==> config.mk <==
export PLATFORM = sky130hd
export DESIGN_NAME = breath_seq_ctrl_flat
export DESIGN_NICKNAME = d
export VERILOG_FILES = /design/src/rtl/breath_pkg.sv /design/src/rtl/breath_seq_ctrl_if.sv /design/src/rtl/breath_timebase.sv /design/src/rtl/breath_seq_ctrl.sv /design/src/flat_wrapper.sv
export SDC_FILE = /design/constraint.sdc
export NUM_CORES = 1
export LEC_CHECK = 0
export BUFFER_PORTS_ARGS = -buffer_cell sky130_fd_sc_hd__buf_4
export CORE_MARGIN = 1
export CORE_UTILIZATION = 30
export CTS_CLUSTER_DIAMETER = 100
export DETAILED_ROUTE_END_ITERATION = 16
export GPL_TIMING_DRIVEN = 0
export HOLD_SLACK_MARGIN = 0.08
export PLACE_DENSITY = 0.43
export SLEW_MARGIN = 5
export SYNTH_ARGS = -nofsm -noshare
export SYNTH_HDL_FRONTEND = slang
export SYNTH_SLANG_ARGS = --single-unit
==> constraint.sdc <==
create_clock -name sys_clk -period 6.3 [get_ports sys_clk]
set_input_delay 1.26 -clock sys_clk [delete_from_list [all_inputs] [get_ports sys_clk]]
set_output_delay 1.26 -clock sys_clk [all_outputs]
set_load 0.05 [all_outputs]
==> src/rtl/breath_pkg.sv <==
// Shared definitions for the running-breath LED sequencer.
//   state_e          : sequencer state (IDLE, RISE, FALL)
//   DEF_*            : default timing for a 50 MHz system clock
//   cnt_w / idx_w    : counter and channel-index width helpers
package breath_pkg;

  typedef enum logic [1:0] {
    IDLE = 2'd0,
    RISE = 2'd1,
    FALL = 2'd2
  } state_e;

  localparam int unsigned DEF_LED_NUM      = 4;
  localparam int unsigned DEF_CNT_TICK_MAX = 100;   // 2 us tick at 50 MHz
  localparam int unsigned DEF_DUTY_MAX     = 1000;

  // Width of a counter that runs 0..max_val-1 (never narrower than 1 bit).
  function automatic int unsigned cnt_w(input int unsigned max_val);
    return (max_val <= 1) ? 1 : $clog2(max_val);
  endfunction

  // Width of a channel index selecting one of n_ch channels.
  function automatic int unsigned idx_w(input int unsigned n_ch);
    return (n_ch <= 1) ? 1 : $clog2(n_ch);
  endfunction

endpackage

==> src/rtl/breath_seq_ctrl_if.sv <==
// Control/status bundle between the board key/command logic and the
// breath sequencer.
//   start   : one-cycle pulse, begin a sequence from channel 0 when idle
//   stop    : one-cycle pulse, abort any sequence
//   hold    : level, freeze the sequence
//   loop_en : level, wrap to channel 0 after the last channel
//   led     : LED drive, active-high
//   busy    : sequence in progress
//   ch_idx  : active channel
//   done    : one-cycle pulse on natural completion
// master = command side, slave = sequencer side.
interface breath_seq_ctrl_if
  import breath_pkg::*;
#(
  parameter int unsigned LED_NUM = DEF_LED_NUM
) ();

  localparam int unsigned IDX_W = idx_w(LED_NUM);

  logic               start;
  logic               stop;
  logic               hold;
  logic               loop_en;
  logic [LED_NUM-1:0] led;
  logic               busy;
  logic [IDX_W-1:0]   ch_idx;
  logic               done;

  modport master (
    output start, stop, hold, loop_en,
    input  led, busy, ch_idx, done
  );

  modport slave (
    input  start, stop, hold, loop_en,
    output led, busy, ch_idx, done
  );

endinterface

==> src/rtl/breath_timebase.sv <==
// Tick / PWM-frame / breath-step counter chain for the breath sequencer.
//   clk, rst_n : clock, asynchronous active-low reset
//   run        : counters advance while high, sit at 0 while low
//   hold       : freeze all counters (and suppress events)
//   clr        : synchronous clear to 0, overrides hold
//   tick_end, frame_end, step_end : end-of-period events (only when advancing)
//   cnt_frame  : position inside the current PWM frame (in ticks)
//   cnt_step   : brightness step inside the current half-breath
module breath_timebase
  import breath_pkg::*;
#(
  parameter int unsigned CNT_TICK_MAX = DEF_CNT_TICK_MAX,
  parameter int unsigned DUTY_MAX     = DEF_DUTY_MAX
) (
  input  logic                       clk,
  input  logic                       rst_n,
  input  logic                       run,
  input  logic                       hold,
  input  logic                       clr,
  output logic                       tick_end,
  output logic                       frame_end,
  output logic                       step_end,
  output logic [cnt_w(DUTY_MAX)-1:0] cnt_frame,
  output logic [cnt_w(DUTY_MAX)-1:0] cnt_step
);

  localparam int unsigned TICK_W = cnt_w(CNT_TICK_MAX);
  localparam int unsigned DUTY_W = cnt_w(DUTY_MAX);

  localparam logic [TICK_W-1:0] TICK_LAST = TICK_W'(CNT_TICK_MAX - 1);
  localparam logic [DUTY_W-1:0] DUTY_LAST = DUTY_W'(DUTY_MAX - 1);

  logic [TICK_W-1:0] cnt_tick_q,  cnt_tick_d;
  logic [DUTY_W-1:0] cnt_frame_q, cnt_frame_d;
  logic [DUTY_W-1:0] cnt_step_q,  cnt_step_d;
  logic              adv;

  always_comb begin
    // Events are qualified with adv so a held or cleared cycle never
    // produces one; a deferred event fires on the first free cycle.
    adv       = run & ~hold & ~clr;
    tick_end  = adv & (cnt_tick_q == TICK_LAST);
    frame_end = tick_end & (cnt_frame_q == DUTY_LAST);
    step_end  = frame_end & (cnt_step_q == DUTY_LAST);

    cnt_tick_d  = cnt_tick_q;
    cnt_frame_d = cnt_frame_q;
    cnt_step_d  = cnt_step_q;

    if (clr || !run) begin
      cnt_tick_d  = '0;
      cnt_frame_d = '0;
      cnt_step_d  = '0;
    end else if (adv) begin
      cnt_tick_d = tick_end ? '0 : cnt_tick_q + 1'b1;
      if (tick_end) begin
        cnt_frame_d = frame_end ? '0 : cnt_frame_q + 1'b1;
      end
      if (frame_end) begin
        cnt_step_d = step_end ? '0 : cnt_step_q + 1'b1;
      end
    end
  end

  always_ff @(posedge clk or negedge rst_n) begin
    if (!rst_n) begin
      cnt_tick_q  <= '0;
      cnt_frame_q <= '0;
      cnt_step_q  <= '0;
    end else begin
      cnt_tick_q  <= cnt_tick_d;
      cnt_frame_q <= cnt_frame_d;
      cnt_step_q  <= cnt_step_d;
    end
  end

  assign cnt_frame = cnt_frame_q;
  assign cnt_step  = cnt_step_q;

endmodule

==> src/rtl/breath_seq_ctrl.sv <==
// Running-breath sequencer: one shared breathing-PWM timebase walks across
// LED_NUM channels; each channel ramps dark -> full -> dark, then the next
// channel starts.
//   sys_clk    : system clock, rising edge
//   sys_rst_n  : asynchronous active-low reset
//   io (slave) : start/stop/hold/loop_en in; led/busy/ch_idx/done out
module breath_seq_ctrl
  import breath_pkg::*;
#(
  parameter int unsigned LED_NUM      = DEF_LED_NUM,
  parameter int unsigned CNT_TICK_MAX = DEF_CNT_TICK_MAX,
  parameter int unsigned DUTY_MAX     = DEF_DUTY_MAX
) (
  input  logic             sys_clk,
  input  logic             sys_rst_n,
  breath_seq_ctrl_if.slave io
);

  localparam int unsigned IDX_W  = idx_w(LED_NUM);
  localparam int unsigned DUTY_W = cnt_w(DUTY_MAX);

  localparam logic [IDX_W-1:0]  IDX_LAST = IDX_W'(LED_NUM - 1);
  localparam logic [DUTY_W-1:0] DUTY_TOP = DUTY_W'(DUTY_MAX - 1);

  state_e             state_q, state_d;
  logic [IDX_W-1:0]   ch_q,    ch_d;
  logic [LED_NUM-1:0] led_q,   led_d;
  logic               done_q,  done_d;

  logic              run;
  logic              tick_end, frame_end, step_end;
  logic [DUTY_W-1:0] cnt_frame, cnt_step, duty;
  logic              unused_events;

  assign run = (state_q != IDLE);

  breath_timebase #(
    .CNT_TICK_MAX (CNT_TICK_MAX),
    .DUTY_MAX     (DUTY_MAX)
  ) u_timebase (
    .clk       (sys_clk),
    .rst_n     (sys_rst_n),
    .run       (run),
    .hold      (io.hold),
    .clr       (io.stop),
    .tick_end  (tick_end),
    .frame_end (frame_end),
    .step_end  (step_end),
    .cnt_frame (cnt_frame),
    .cnt_step  (cnt_step)
  );

  // Only the half-breath boundary steers the FSM.
  assign unused_events = tick_end ^ frame_end;

  // Falling half mirrors the rising ramp; DUTY_TOP >= cnt_step always.
  always_comb begin
    duty = (state_q == FALL) ? (DUTY_TOP - cnt_step) : cnt_step;
  end

  always_comb begin
    state_d = state_q;
    ch_d    = ch_q;
    led_d   = led_q;
    done_d  = 1'b0;

    if (io.stop) begin
      state_d = IDLE;
      ch_d    = '0;
      led_d   = '0;
    end else if (!io.hold) begin
      // led reflects the counter state of this cycle, one cycle later.
      for (int unsigned i = 0; i < LED_NUM; i++) begin
        led_d[i] = run && (ch_q == IDX_W'(i)) && (cnt_frame < duty);
      end

      case (state_q)
        IDLE: begin
          if (io.start) begin
            state_d = RISE;
            ch_d    = '0;
          end
        end
        RISE: begin
          if (step_end) begin
            state_d = FALL;
          end
        end
        FALL: begin
          if (step_end) begin
            if (ch_q != IDX_LAST) begin
              state_d = RISE;
              ch_d    = ch_q + 1'b1;
            end else if (io.loop_en) begin
              state_d = RISE;
              ch_d    = '0;
            end else begin
              state_d = IDLE;
              ch_d    = '0;
              done_d  = 1'b1;
            end
          end
        end
        default: begin
          state_d = IDLE;
          ch_d    = '0;
        end
      endcase
    end
  end

  always_ff @(posedge sys_clk or negedge sys_rst_n) begin
    if (!sys_rst_n) begin
      state_q <= IDLE;
      ch_q    <= '0;
      led_q   <= '0;
      done_q  <= 1'b0;
    end else begin
      state_q <= state_d;
      ch_q    <= ch_d;
      led_q   <= led_d;
      done_q  <= done_d;
    end
  end

  assign io.led    = led_q;
  assign io.busy   = run;
  assign io.ch_idx = ch_q;
  assign io.done   = done_q;

endmodule
==> src/flat_wrapper.sv <==
// flat-port wrapper written by rule: the top's interface ports become plain ports
module breath_seq_ctrl_flat import breath_pkg::*;
#(
  parameter int unsigned LED_NUM      = DEF_LED_NUM,
  parameter int unsigned CNT_TICK_MAX = DEF_CNT_TICK_MAX,
  parameter int unsigned DUTY_MAX     = DEF_DUTY_MAX
)
  (sys_clk, sys_rst_n, io_start, io_stop, io_hold, io_loop_en, io_led, io_busy, io_ch_idx, io_done);
  breath_seq_ctrl_if #(.LED_NUM(LED_NUM)) io_i ();
  input  logic sys_clk;
  input  logic sys_rst_n;
  input wire logic [$bits(io_i.start)-1:0] io_start;
  input wire logic [$bits(io_i.stop)-1:0] io_stop;
  input wire logic [$bits(io_i.hold)-1:0] io_hold;
  input wire logic [$bits(io_i.loop_en)-1:0] io_loop_en;
  output wire logic [$bits(io_i.led)-1:0] io_led;
  output wire logic [$bits(io_i.busy)-1:0] io_busy;
  output wire logic [$bits(io_i.ch_idx)-1:0] io_ch_idx;
  output wire logic [$bits(io_i.done)-1:0] io_done;
  assign io_i.start = io_start;
  assign io_i.stop = io_stop;
  assign io_i.hold = io_hold;
  assign io_i.loop_en = io_loop_en;
  assign io_led = io_i.led;
  assign io_busy = io_i.busy;
  assign io_ch_idx = io_i.ch_idx;
  assign io_done = io_i.done;
  breath_seq_ctrl #(.LED_NUM(LED_NUM), .CNT_TICK_MAX(CNT_TICK_MAX), .DUTY_MAX(DUTY_MAX)) u_core (.sys_clk(sys_clk), .sys_rst_n(sys_rst_n), .io(io_i));
endmodule
# --- Word-level counts from Yosys, hierarchy flattened ---
# Index checks and enable logic that the tools add are counted.
totals:
  output_inout_bits: 8
  input_bits: 6
  reg_bits: 36
  elab_cells: 88
op_classes:
  reduce_logical: 20
  n_bitwise: 7
  eq_ne: 14
  order_cmp: 1
  muxes: 34
  addsub: 5
op_table:
  columns: ["cell", "count"]
  rows:
  - ["2-to-1 mux 10 bit", 9]
  - ["2-to-1 mux 2 bit", 11]
  - ["2-to-1 mux 7 bit", 3]
  - ["adder 10 x 1 -> 10 bit (second input constant)", 2]
  - ["== test 10 bit (second input constant)", 2]
  - ["one-hot mux 2 bit (3 select lines)", 2]
  - ["less-than comparator 10 bit", 1]
  - ["subtractor 10 bit (first input constant)", 1]
  - ["logical AND 1 bit", 8]
  - ["2-to-1 mux 4 bit", 2]
  - ["AND reduction 4 bit", 2]
  - ["nonzero test 2 bit", 4]
  - ["adder 7 x 1 -> 7 bit (second input constant)", 1]
  - ["== test 7 bit (second input constant)", 1]
  - ["2-to-1 mux 1 bit", 7]
  - ["== test 2 bit (second input constant)", 3]
  - ["inequality test 2 bit (second input constant)", 3]
  - ["inequality test 3 x 2 -> 1 bit (second input constant)", 2]
  - ["bitwise AND 1 bit", 5]
  - ["== test 2 x 1 -> 1 bit (second input constant)", 2]
  - ["zero test 2 bit", 2]
  - ["AND reduction 2 bit", 2]
  - ["inequality test 3 bit (second input constant)", 1]
  - ["adder 2 x 1 -> 2 bit (second input constant)", 1]
  - ["3 further kinds", 4]

# --- Logic depth before layout (Yosys ltp) ---
# Gate-level depths: netlist of run 1.
logic_depth:
  ltp_word: 10
  ltp_mapped: 11
  mapped_depth_nobuf: 10

# --- Cells and area by module ---
# From an unflattened synthesis of run 1, not the netlist that was laid out.
hier_totals:
  hier_cells: 264
  area_unflattened_um2: 2352.3
modules_own_cells:
  columns: ["module", "seq_area_each_um2", "instances", "cells_each", "area_each_um2"]
  rows:
  - ["breath_timebase", 675.6, 1, 165, 1482.7]
  - ["breath_seq_ctrl", 225.2, 1, 99, 869.6]

# --- Worst setup path before layout of run 1 ---
# OpenSTA, ideal clock, no wires.
synth_path:
  path_type: "register to register"
  start: "register u_core.state_q[0]"
  end: "register u_core.led_q[0], in the netlist u_core.io.led[0]"
  setup_ns: 0.083
  path_slack_ns: 3.424
  arrival_time_ns: 2.793
  path_stages_with_launch: 12
  n_path_buf: 2
  required_ns: 6.217
  synth_period_minus_slack_ns: 2.876
  cell_sequence: "dfrtp_1 > buf_2 > nor2b_1 > clkbuf_1 > o21ai_0 > xor2_1 > ha_1 > a21o_1 > a21o_1 > a2111oi_0 > nand2_1 > o21ai_0"
synth_via:
  elab_chain_cells: 6
  word_cells_on_any_way: 8
  classes_between: "order compare: 1; eq/ne: 1; mux: 3; reduce/logical: 3"
synth_rtl:
  columns: ["item", "line", "source"]
  rows:
  - ["start, declared", "breath_seq_ctrl.sv:25", "state_e state_q, state_d;"]
  - ["start signal, assigned", "breath_seq_ctrl.sv:119", "state_q <= state_d;"]
  - ["== test 2 bit", "breath_seq_ctrl.sv:58", "duty = (state_q == FALL) ? (DUTY_TOP - cnt_step) : cnt_step;"]
  - ["2-to-1 mux 10 bit", "breath_seq_ctrl.sv:58", null]
  - ["less-than comparator 10 bit", "breath_seq_ctrl.sv:74", "led_d[i] = run && (ch_q == IDX_W'(i)) && (cnt_frame < duty);"]
  - ["logical AND 1 bit (*)", "breath_seq_ctrl.sv:74", null]
  - ["2-to-1 mux 4 bit (*)", "breath_seq_ctrl.sv:71", "end else if (!io.hold) begin"]
  - ["2-to-1 mux 4 bit (*)", "breath_seq_ctrl.sv:67", "if (io.stop) begin"]
  - ["end signal, assigned", "breath_seq_ctrl.sv:121", "led_q <= led_d;"]
  - ["end, declared", "breath_seq_ctrl.sv:27", "logic [LED_NUM-1:0] led_q, led_d;"]
# Every way passes the cells marked *; elsewhere a longest branch is shown, timed or not. The select of a mux whose other input is x is not followed.
# A chain may end at the register's enable or synchronous reset.

# --- Worst setup path after layout of run 1 ---
layout_path:
  start: "register u_core.state_q[1]"
  end: "register u_core.led_q[2], in the netlist u_core.io.led[2]"
# Same word-level chain as after synthesis.

==> results of run 1 <==
## kinds of logic after synthesis
kind of cell	after synthesis	synth area share
xor+xnor	20	0.07543
compound gates	51	0.1390
buf+inv	19	0.03287
simple gates	119	0.2678
fa+ha+maj	18	0.09698
flops	36	0.3879
## sequential cells by signal, indices dropped and copies added, names as in the netlist
name                          cells
u_core.u_timebase.cnt_tick_q      7
u_core.io.done                    1
u_core.u_timebase.cnt_frame      10
u_core.state_q                    2
u_core.u_timebase.cnt_step       10
u_core.io.ch_idx                  2
u_core.io.led                     4
## synthesized netlist by cell type (all sizes together) (6+ instances only)
cell	number
nor2	27
nand3	9
xor2	16
o21ai	22
nand2	33
dfrtp	36
ha	18
nand4	16
nor3	7
inv	12
nand2b	6
a21oi	11
## final cells by class
type                            instances  area (um2)  share of cell area
Clock buffer                            7       96.34             0.03648
Timing Repair Buffer                   13       97.59             0.03695
Tap cell                               99       123.9             0.04690
Inverter                               12       45.04             0.01705
Multi-Input combinational cell        208        1346              0.5097
Sequential cell                        36       900.9              0.3411
Buffer                                  7       31.28             0.01184
## stage by stage
stage	hold slack, ns	util	area (um2)
finish	0.4810	0.3584	2641
global route	0.5009	0.3584	2641
CTS	0.4914	0.3584	2641
detailed placement	0.4738	0.3453	2545
global placement	0.4660	0.3452	2544
floorplan	0.4903	-	2322
## metal layers
| layer | vias to the layer above | part of all wire | GRT usage |
|---|---|---|---|
| met1 | 920 | 0.50 | 0.1884 |
| li1 | 975 | - | - |
| met2 | 26 | 0.47 | 0.2359 |
| met4 | 0 | 0.0093 | 0.03763 |
| met3 | 5 | 0.028 | 0.03299 |
| met5 | - | 0 | 0 |
## how the worst min path moves through the flow
stage	cells past startpoint	slack [ns]	to	startpoint
final	2	0.48	u_core.io.led[1]	u_core.io.led[1]
after global routing	2	0.50	u_core.io.led[1]	u_core.io.led[1]
after CTS	2	0.49	u_core.io.led[1]	u_core.io.led[1]
after detailed placement	2	0.47	u_core.io.led[1]	u_core.io.led[1]
after global placement	2	0.47	u_core.io.led[2]	u_core.io.led[2]
after floorplan	2	0.49	u_core.u_timebase.cnt_tick_q[1]	u_core.u_timebase.cnt_tick_q[1]
## power groups by stage
stage          Clock (mW)  Combinational [mW]  Sequential, mW
5_1_grt             0.199              0.0400           0.236
6_report            0.182              0.0357           0.235
3_5_place_dp            0              0.0365           0.240
3_3_place_gp            0              0.0366           0.240
4_1_cts             0.189              0.0367           0.235
2_1_floorplan           0              0.0195           0.240
## worst max-delay path: stages, from the launching register on
cell       delay [ns]
dfrtp_1          0.32
buf_2            0.17
nor2b_1          0.34
clkbuf_1         0.38
o21ai_0          0.19
xor2_1           0.18
ha_1             0.30
a21o_1           0.17
a21o_1           0.18
a2111oi_1        0.94
nand2_1          0.10
o21ai_0          0.18
==> metrics.csv, run 1 <==
stage;metric;value;unit
grt;antenna_found_initial;0;
timing;fin_ws;2.751;ns
setup_path;timing.rr.start;u_core.state_q[1];
power_and_ir_drop;combPwrFrac;0.079;
timing;slew_violations;0;
detailed_routing;drt_first_pass_iters;4;
floorplan;fp-row-count;31;
place;gp_congestion;0.7824;
floorplan;start_util;0.3151;
floorplan;core-area;7370;um2
detailed_routing;detail_route.wl_per_cell;14.43;um
logic_synthesis;ys_async_sr_fraction;1.000;
logic_synthesis;synth_flop_cell;dfrtp_1;
setup_path;crit_fanout;10;
logic_synthesis;syn_nets;287;
power_and_ir_drop;power;0.4525;mW
finish;diodes;0;
setup_path;crit_start;u_core.state_q[1];
finish;nNetsFinal;307;
flow_run;drv_cap;0;
logic_synthesis;synth_edf_count;0;
detailed_routing;wirelength;5513;um
logic_synthesis;synth.area.top_cells;dfrtp_1 39%, ha_1 9.7%, xor2_1 6.0%, nand2_1 5.3%, o21ai_0 4.5%;
place;hpwl;4048;um
clock_network;insertion_delay;0.29;ns
timing;slew_headroom;0.3035;
floorplan;die_h;89.98;um
min_path;hold_path_class;reg2reg;
setup_path;rrSetupSlack;2.75;ns
setup_path;crit_path_end_kind;flop;
power_and_ir_drop;switching_share;0.2471;
setup_path;r2r_end;u_core.io.led[2];
timing;hold_violations;0;
floorplan;ios;14;
setup_path;crit_path_start_kind;flop;
detailed_routing;drtAntennaViolNets;0;
detailed_routing;drcViolationCount;0;
clock_network;cts_tree;done;
power_and_ir_drop;internal-power;0.3407;mW
clock_network;cts_buffer_depth;2;
timing;finalCritPeriodShare;0.5633;
finish;drive_gt1_frac;0.1131;
logic_synthesis;synthCells;263;
clock_network;clock_sinks;36;
grt;grt_remaining_overflow;0;
setup_path;endpoint;u_core.io.led[2];
floorplan;dieArea;8096;um2
setup_path;cp.required;6.51;ns
clock_network;htreeDepth;2;
floorplan;die_x;89.98;um
detailed_routing;via_count;1926;
clock_network;ctsHoldBuffers;0;
grt;grt_max_degree;37;
clock_network;cts_inserted_buffers;5;
logic_synthesis;synth_warnings;0;
setup_path;r2r_cells;11;
detailed_routing;drt_iter0_markers;85;
finish;layout_common_cells;36 x dfrtp_1, 33 x nand2_1, 26 x nor2_1;
power_and_ir_drop;vdd_drop_max;71.95;uV
clock_network;cts_setup_buffers;0;
timing;skew;0.01063;ns
power_and_ir_drop;leakagePower;1.115;nW
timing;timing.setup.tns;0;ns
logic_synthesis;ys_types;37;
outcome;status;finished clean;
clock_network;cts_resized;0;
place;port_buffers;13;
finish;mostFrequentLayoutCell;dfrtp_1;
clock_network;cts-root-buf;clkbuf_8;
finish;syn2layout_area_growth;13.74;%
power_and_ir_drop;p_seq_frac;0.520;
power_and_ir_drop;net-switching-power;0.1118;mW
timing;worst_slew_pin_slew;1.042;ns
logic_synthesis;syn_area;2322;um2
logic_synthesis;synth_area_leader_cell;dfrtp_1;
logic_synthesis;synth_seq_cells;36;
setup_path;crit_arrival;3.76;ns
place;place_ws;2.766;ns
grt;grt_usage;0.1431;
grt;grt_first_pass_wirelength;9149;um
finish;final_cells;382;
detailed_routing;via_per_inst;5.042;
grt;grt_pass1_vias;1837;
timing;fin_crit;3.549;ns
logic_synthesis;syn_area_per_cell;8.830;um2
power_and_ir_drop;p_clk_frac;0.401;
setup_path;path_class;reg2reg;
power_and_ir_drop;power_density;171.3;nW/um2
finish;fillers;799;
timing;finalSetupViolCount;0;
timing;max_freq;281.8;MHz
place;dp.cells;375;
logic_synthesis;synth_seq_area_share;0.3879;
clock_network;clk_pin_slew;0.08;ns
logic_synthesis;synth_top_area_frac;0.3879;
timing;rsz0062_at_grt;false;
No activity file was read; power rests on OpenSTA's default activity.
==> inputs of run 2 (changes only) <==
==> constraint.sdc (replaced) <==
create_clock -name sys_clk -period 3.55 [get_ports sys_clk]
set_input_delay 0.71 -clock sys_clk [delete_from_list [all_inputs] [get_ports sys_clk]]
set_output_delay 0.71 -clock sys_clk [all_outputs]
set_load 0.05 [all_outputs]
==> run 2 against run 1 <==
Net effect:
- worst hold slack got worse by 0.11 ns
- sequential power increased by 78%
- register-to-register slack worse by 2.3 ns
- largest power group unchanged
- first-iteration DRC count shrank 20%
- sequential share of layout area shrank 0.22 points
- global-route usage unchanged
- clock power grew 77%
- die area is the same
- clock-buffer cell count unchanged
- final cell count is the same
==> metrics.csv, run 2 (synthesis results as in run 1) <==
stage;metric;value;unit;change
outcome;status;finished clean;;unchanged
finish;layout_common_cells;36 x dfrtp_1, 33 x nand2_1, 26 x nor2_1;;unchanged
detailed_routing;drtAntennaViolNets;0;;unchanged
place;gp_congestion;0.7824;;unchanged
timing;finalSetupViolCount;0;;unchanged
setup_path;crit_path_end_kind;flop;;unchanged
timing;slew_headroom;0.4109;;was 0.3035
power_and_ir_drop;vdd_drop_max;127.7;uV;was 71.95 uV
timing;timing.setup.tns;0;ns;unchanged
timing;fin_crit;3.094;ns;was 3.549 ns
detailed_routing;via_count;1921;;was 1926
detailed_routing;drt_iter0_markers;68;;was 85
detailed_routing;drt_first_pass_iters;4;;unchanged
detailed_routing;detail_route.wl_per_cell;14.50;um;was 14.43 um
place;hpwl;4048;um;unchanged
setup_path;crit_path_start_kind;flop;;unchanged
setup_path;path_class;reg2reg;;unchanged
detailed_routing;via_per_inst;5.029;;was 5.042
floorplan;fp-row-count;31;;unchanged
timing;finalCritPeriodShare;0.8717;;was 0.5633
power_and_ir_drop;leakagePower;1.116;nW;was 1.115 nW
floorplan;ios;14;;unchanged
grt;grt_first_pass_wirelength;9156;um;was 9149 um
floorplan;die_x;89.98;um;unchanged
min_path;hold_path_class;in2async;;was reg2reg
setup_path;crit_arrival;3.30;ns;was 3.76 ns
finish;final_cells;382;;unchanged
timing;fin_ws;0.4556;ns;was 2.751 ns
clock_network;clock_sinks;36;;unchanged
place;place_ws;0.01553;ns;was 2.766 ns
setup_path;crit_start;u_core.state_q[1];;unchanged
grt;grt_remaining_overflow;0;;unchanged
detailed_routing;drcViolationCount;0;;unchanged
finish;syn2layout_area_growth;14.49;%;was 13.74%
timing;skew;0.009973;ns;was 0.01063 ns
timing;rsz0062_at_grt;false;;unchanged
clock_network;cts_buffer_depth;2;;unchanged
power_and_ir_drop;power_density;302.5;nW/um2;was 171.3 nW/um2
setup_path;timing.rr.start;u_core.state_q[1];;unchanged
detailed_routing;wirelength;5539;um;was 5513 um
timing;max_freq;323.2;MHz;was 281.8 MHz
finish;fillers;797;;was 799
place;port_buffers;13;;unchanged
finish;mostFrequentLayoutCell;dfrtp_1;;unchanged
grt;grt_max_degree;37;;unchanged
clock_network;cts-root-buf;clkbuf_8;;unchanged
finish;nNetsFinal;307;;unchanged
floorplan;die_h;89.98;um;unchanged
floorplan;dieArea;8096;um2;unchanged
grt;grt_usage;0.1431;;unchanged
setup_path;cp.required;3.76;ns;was 6.51 ns
setup_path;crit_fanout;10;;unchanged
clock_network;insertion_delay;0.29;ns;about the same
clock_network;cts_tree;done;;unchanged
grt;antenna_found_initial;0;;unchanged
place;dpl_cell_area;2545;um2;unchanged
timing;hold_slack;0.3707;ns;was 0.4810 ns
clock_network;clk_pin_slew;0.08;ns;about the same
clock_network;ctsHoldBuffers;0;;unchanged
place;dp.cells;375;;unchanged
clock_network;htreeDepth;2;;unchanged
finish;design_area;2659;um2;was 2641 um2
clock_network;cts_inserted_buffers;5;;unchanged
floorplan;core-area;7370;um2;unchanged
grt;grt_pass1_vias;1837;;unchanged
flow_run;drv_cap;0;;unchanged
timing;slew_violations;0;;unchanged
finish;diodes;0;;unchanged
finish;drive_gt1_frac;0.1166;;was 0.1131
timing;hold_violations;0;;unchanged
timing;worst_slew_pin_slew;0.8818;ns;was 1.042 ns
floorplan;start_util;0.3151;;unchanged
-- run 2: cell counts in the layout (fill, tap and decap cells not counted) --
Identical to the previous run, type by type.
-- run 2: per-layer routing --
layer / GRT usage / up-vias / share of wire
met3: 0.03299 / 5 / 0.028
li1: - / 971 / -
met2: 0.2359 / 25 / 0.46
met1: 0.1884 / 920 / 0.50
met5: 0 / - / 0
met4: 0.03763 / 0 / 0.0092
-- run 2: per-stage QoR --
stage                     total power [mW]  utilization
after global placement              0.4905       0.3452
after floorplan                     0.4600            -
final                               0.8044       0.3608
after detailed placement            0.4905       0.3453
after CTS                           0.8189       0.3591
after global routing                0.8442       0.3608
-- run 2: area by class of cell --
cell class / instances / area [um2] / share of cell area
clock buffers: 7 / 96.34 / 0.03624
well taps: 99 / 123.9 / 0.04659
plain buffers: 7 / 31.28 / 0.01176
repair buffers: 13 / 97.59 / 0.03671
flip-flops and latches: 36 / 900.9 / 0.3388
multi-input cells: 208 / 1364 / 0.5129
inverters: 12 / 45.04 / 0.01694
-- run 2: worst max-delay path: stages (launching register included) --
cell	delay, ns
dfrtp_1	0.32
buf_2	0.18
nor2b_1	0.33
clkbuf_1	0.38
o21ai_0	0.19
xor2_1	0.18
ha_1	0.30
a21o_1	0.17
a21o_1	0.21
a2111oi_4	0.50
nand2_1	0.09
o21ai_0	0.15
-- run 2: what timing repair did --
item / 4_1_cts / 5_1_grt
buffers inserted: 0 / 0
gates resized for setup: 1 / 1
endpoints found under the setup margin: 3 / 2
-- run 2: power breakdown --
group | leakage [nW] | switching, mW | internal, mW | total, mW
Sequential | 0.501 | 0.00410 | 0.414 | 0.418
Combinational | 0.565 | 0.0459 | 0.0187 | 0.0646
Clock | 0.0503 | 0.149 | 0.173 | 0.322
-- run 2: worst paths after layout --
path / to / slack [ns] / depth (start not counted)
min reg2reg: u_core.io.led[1] / 0.48 / 2
min in group sys_clk: u_core.io.led[1] / 0.48 / 2
max in group asynchronous: u_core.u_timebase.cnt_step[2] / 2.83 / 1
max reg2reg: u_core.io.led[2] / 0.46 / 11
max: u_core.io.led[2] / 0.46 / 11
min: u_core.u_timebase.cnt_tick_q[2] / 0.37 / 1
==> inputs of run 3 (changes only) <==
--- a/config.mk
+++ b/config.mk
@@ -6,6 +6,7 @@
 export NUM_CORES = 1
 export LEC_CHECK = 0
 export BUFFER_PORTS_ARGS = -buffer_cell sky130_fd_sc_hd__buf_4
+export CORE_ASPECT_RATIO = 0.8
 export CORE_MARGIN = 1
 export CORE_UTILIZATION = 30
 export CTS_CLUSTER_DIAMETER = 100
==> run 3 against run 2 <==
Net effect:
- worst setup slack worse by 0.11 ns
- clock-buffer cell count did not move
- via count shrank 2.6%
- combinational power decreased by 2%
==> metrics.csv, run 3 (synthesis results as in run 1) <==
stage;metric;value;unit;change
timing;rsz0062_at_grt;false;;unchanged
setup_path;cp_num_buf_inv;2;;unchanged
finish;fillers;782;;was 797
finish;utilization;0.3553;;was 0.3608
floorplan;die_h;80.70;um;was 89.98 um
floorplan;start_util;0.3112;;was 0.3151
floorplan;die_x;100.4;um;was 89.98 um
grt;antenna_found_initial;0;;unchanged
finish;mostFrequentLayoutCell;dfrtp_1;;unchanged
power_and_ir_drop;vdd_drop_max;126.2;uV;was 127.7 uV
floorplan;core-area;7462;um2;was 7370 um2
setup_path;crit_cells;11;;unchanged
setup_path;crit_fanout;10;;unchanged
grt;grt_pass1_vias;1763;;was 1837
detailed_routing;detail_route.wl_per_cell;14.13;um;was 14.50 um
timing;slew_headroom;0.4963;;was 0.4109
timing;hold_violations;0;;unchanged
finish;layout_common_cells;36 x dfrtp_1, 33 x nand2_1, 26 x nor2_1;;unchanged
power_and_ir_drop;power_density;301.2;nW/um2;was 302.5 nW/um2
clock_network;clock_sinks;36;;unchanged
timing;finalSetupViolCount;0;;unchanged
grt;grt_first_pass_wirelength;9197;um;was 9156 um
place;port_buffers;13;;unchanged
clock_network;cts_tree;done;;unchanged
clock_network;htreeDepth;2;;unchanged
finish;syn2layout_area_growth;14.17;%;was 14.49%
finish;drive_gt1_frac;0.1162;;was 0.1166
clock_network;insertion_delay;0.29;ns;about the same
detailed_routing;via_count;1872;;was 1921
clock_network;clk_pin_slew;0.08;ns;about the same
clock_network;cts-root-buf;clkbuf_8;;unchanged
grt;grt_max_degree;37;;unchanged
flow_run;drv_cap;0;;unchanged
timing;worst_slew_pin_slew;0.7539;ns;was 0.8818 ns
place;hpwl;4032;um;was 4048 um
timing;slew_violations;0;;unchanged
setup_path;rrSetupSlack;0.35;ns;was 0.46 ns
grt;grt_remaining_overflow;0;;unchanged
setup_path;crit_path_start_kind;flop;;unchanged
detailed_routing;drcViolationCount;0;;unchanged
finish;final_cells;389;;was 382
setup_path;path_class;reg2reg;;unchanged
place;place_ws;-0.1352;ns;was 0.01553 ns
detailed_routing;drtAntennaViolNets;0;;unchanged
setup_path;crit_arrival;3.42;ns;was 3.30 ns
setup_path;cp.required;3.76;ns;about the same
timing;hold_slack;0.3754;ns;was 0.3707 ns
clock_network;cts_inserted_buffers;5;;unchanged
floorplan;dieArea;8099;um2;was 8096 um2
timing;max_freq;312.0;MHz;was 323.2 MHz
setup_path;crit_path_end_kind;flop;;unchanged
finish;multiInputGateArea;1351;um2;was 1364 um2
setup_path;critPathSlowestCell;a2111oi_2;;was a2111oi_4
detailed_routing;drt_iter0_markers;78;;was 68
detailed_routing;wirelength;5497;um;was 5539 um
outcome;status;finished clean;;unchanged
detailed_routing;via_per_inst;4.812;;was 5.029
clock_network;cts_buffer_depth;2;;unchanged
floorplan;ios;14;;unchanged
finish;regArea;900.9;um2;unchanged
setup_path;cp_slowest_stage_delay;0.60;ns;was 0.50 ns
timing;skew;0.008935;ns;was 0.009973 ns
finish;diodes;0;;unchanged
detailed_routing;drt_first_pass_iters;4;;unchanged
finish;nNetsFinal;307;;unchanged
setup_path;cp_top_family;compound AO/OA/AOI/OAI gates;;unchanged
setup_path;cp_cell_sequence;buf_2 -> nor2b_1 -> clkbuf_1 -> o21ai_0 -> xor2_1 -> ha_1 -> a21o_1 -> a21o_1 -> a2111oi_2 -> nand2_1 -> o21ai_0;;was buf_2 -> nor2b_1 -> clkbuf_1 -> o21ai_0 -> xor2_1 -> ha_1 -> a21o_1 -> a21o_1 -> a2111oi_4 -> nand2_1 -> o21ai_0
power_and_ir_drop;leakagePower;1.110;nW;was 1.116 nW
grt;grt_usage;0.1478;;was 0.1431
place;dp.cells;381;;was 375
min_path;hold_path_class;in2async;;unchanged
setup_path;r2r_cells;11;;unchanged
floorplan;fp-row-count;28;;was 31
timing;finalCritPeriodShare;0.9027;;was 0.8717
place;gp_congestion;0.7431;;was 0.7824
timing;fin_ws;0.3453;ns;was 0.4556 ns
timing;fin_crit;3.205;ns;was 3.094 ns
[run 3: cell types whose count changed in the layout (fill, tap and decap cells not counted), sizes merged]
cell	previous run	this run
clkinvlp	0	1
[run 3: stage by stage]
step	total power [mW]	area, um2	setup TNS, ns
floorplan	0.4600	2322	0
global placement	0.4903	2551	-0.4860
detailed placement	0.4901	2551	-0.5006
CTS	0.8128	2646	0
global route	0.8428	2651	0
finish	0.7986	2651	0
[run 3: per-layer routing]
layer / global-route usage / share of wire / wire length, um / up-vias
li1: - / - / - / 968
met1: 0.2324 / 0.57 / 3110 / 883
met2: 0.1986 / 0.41 / 2227 / 19
met3: 0.02872 / 0.026 / 143 / 2
met4: 0.03913 / 0.0029 / 16 / 0
met5: 0 / 0 / 0 / -
[run 3: worst paths after layout]
path	startpoint	endpoint
max	u_core.state_q[1]	u_core.io.led[1]
min	sys_rst_n	u_core.u_timebase.cnt_tick_q[3]
max reg2reg	u_core.state_q[1]	u_core.io.led[1]
min reg2reg	u_core.io.led[1]	u_core.io.led[1]
max in group asynchronous	sys_rst_n	u_core.u_timebase.cnt_step[5]
min in group sys_clk	u_core.io.led[1]	u_core.io.led[1]
[run 3: report_power, final]
part	switching (mW)	leakage (nW)	internal, mW
combinational	0.0452	0.565	0.0183
clock	0.160	0.0445	0.158
sequential	0.00401	0.501	0.413
[run 3: repair_timing]
item                       in CTS  in global routing
setup endpoints to repair       4                  4
resized for setup               1                  1
hold buffers                    0                  0
pin swaps                       0                  0
buffers inserted                0                  0
[run 3: cell type report]
cell class              count  share of cell area
plain buffers               7             0.01180
clock buffers               7             0.03256
clock inverters             1            0.002832
inverters                  12             0.01699
multi-input cells         208              0.5097
flip-flops and latches     36              0.3398
well taps                 105             0.04955
repair buffers             13             0.03681
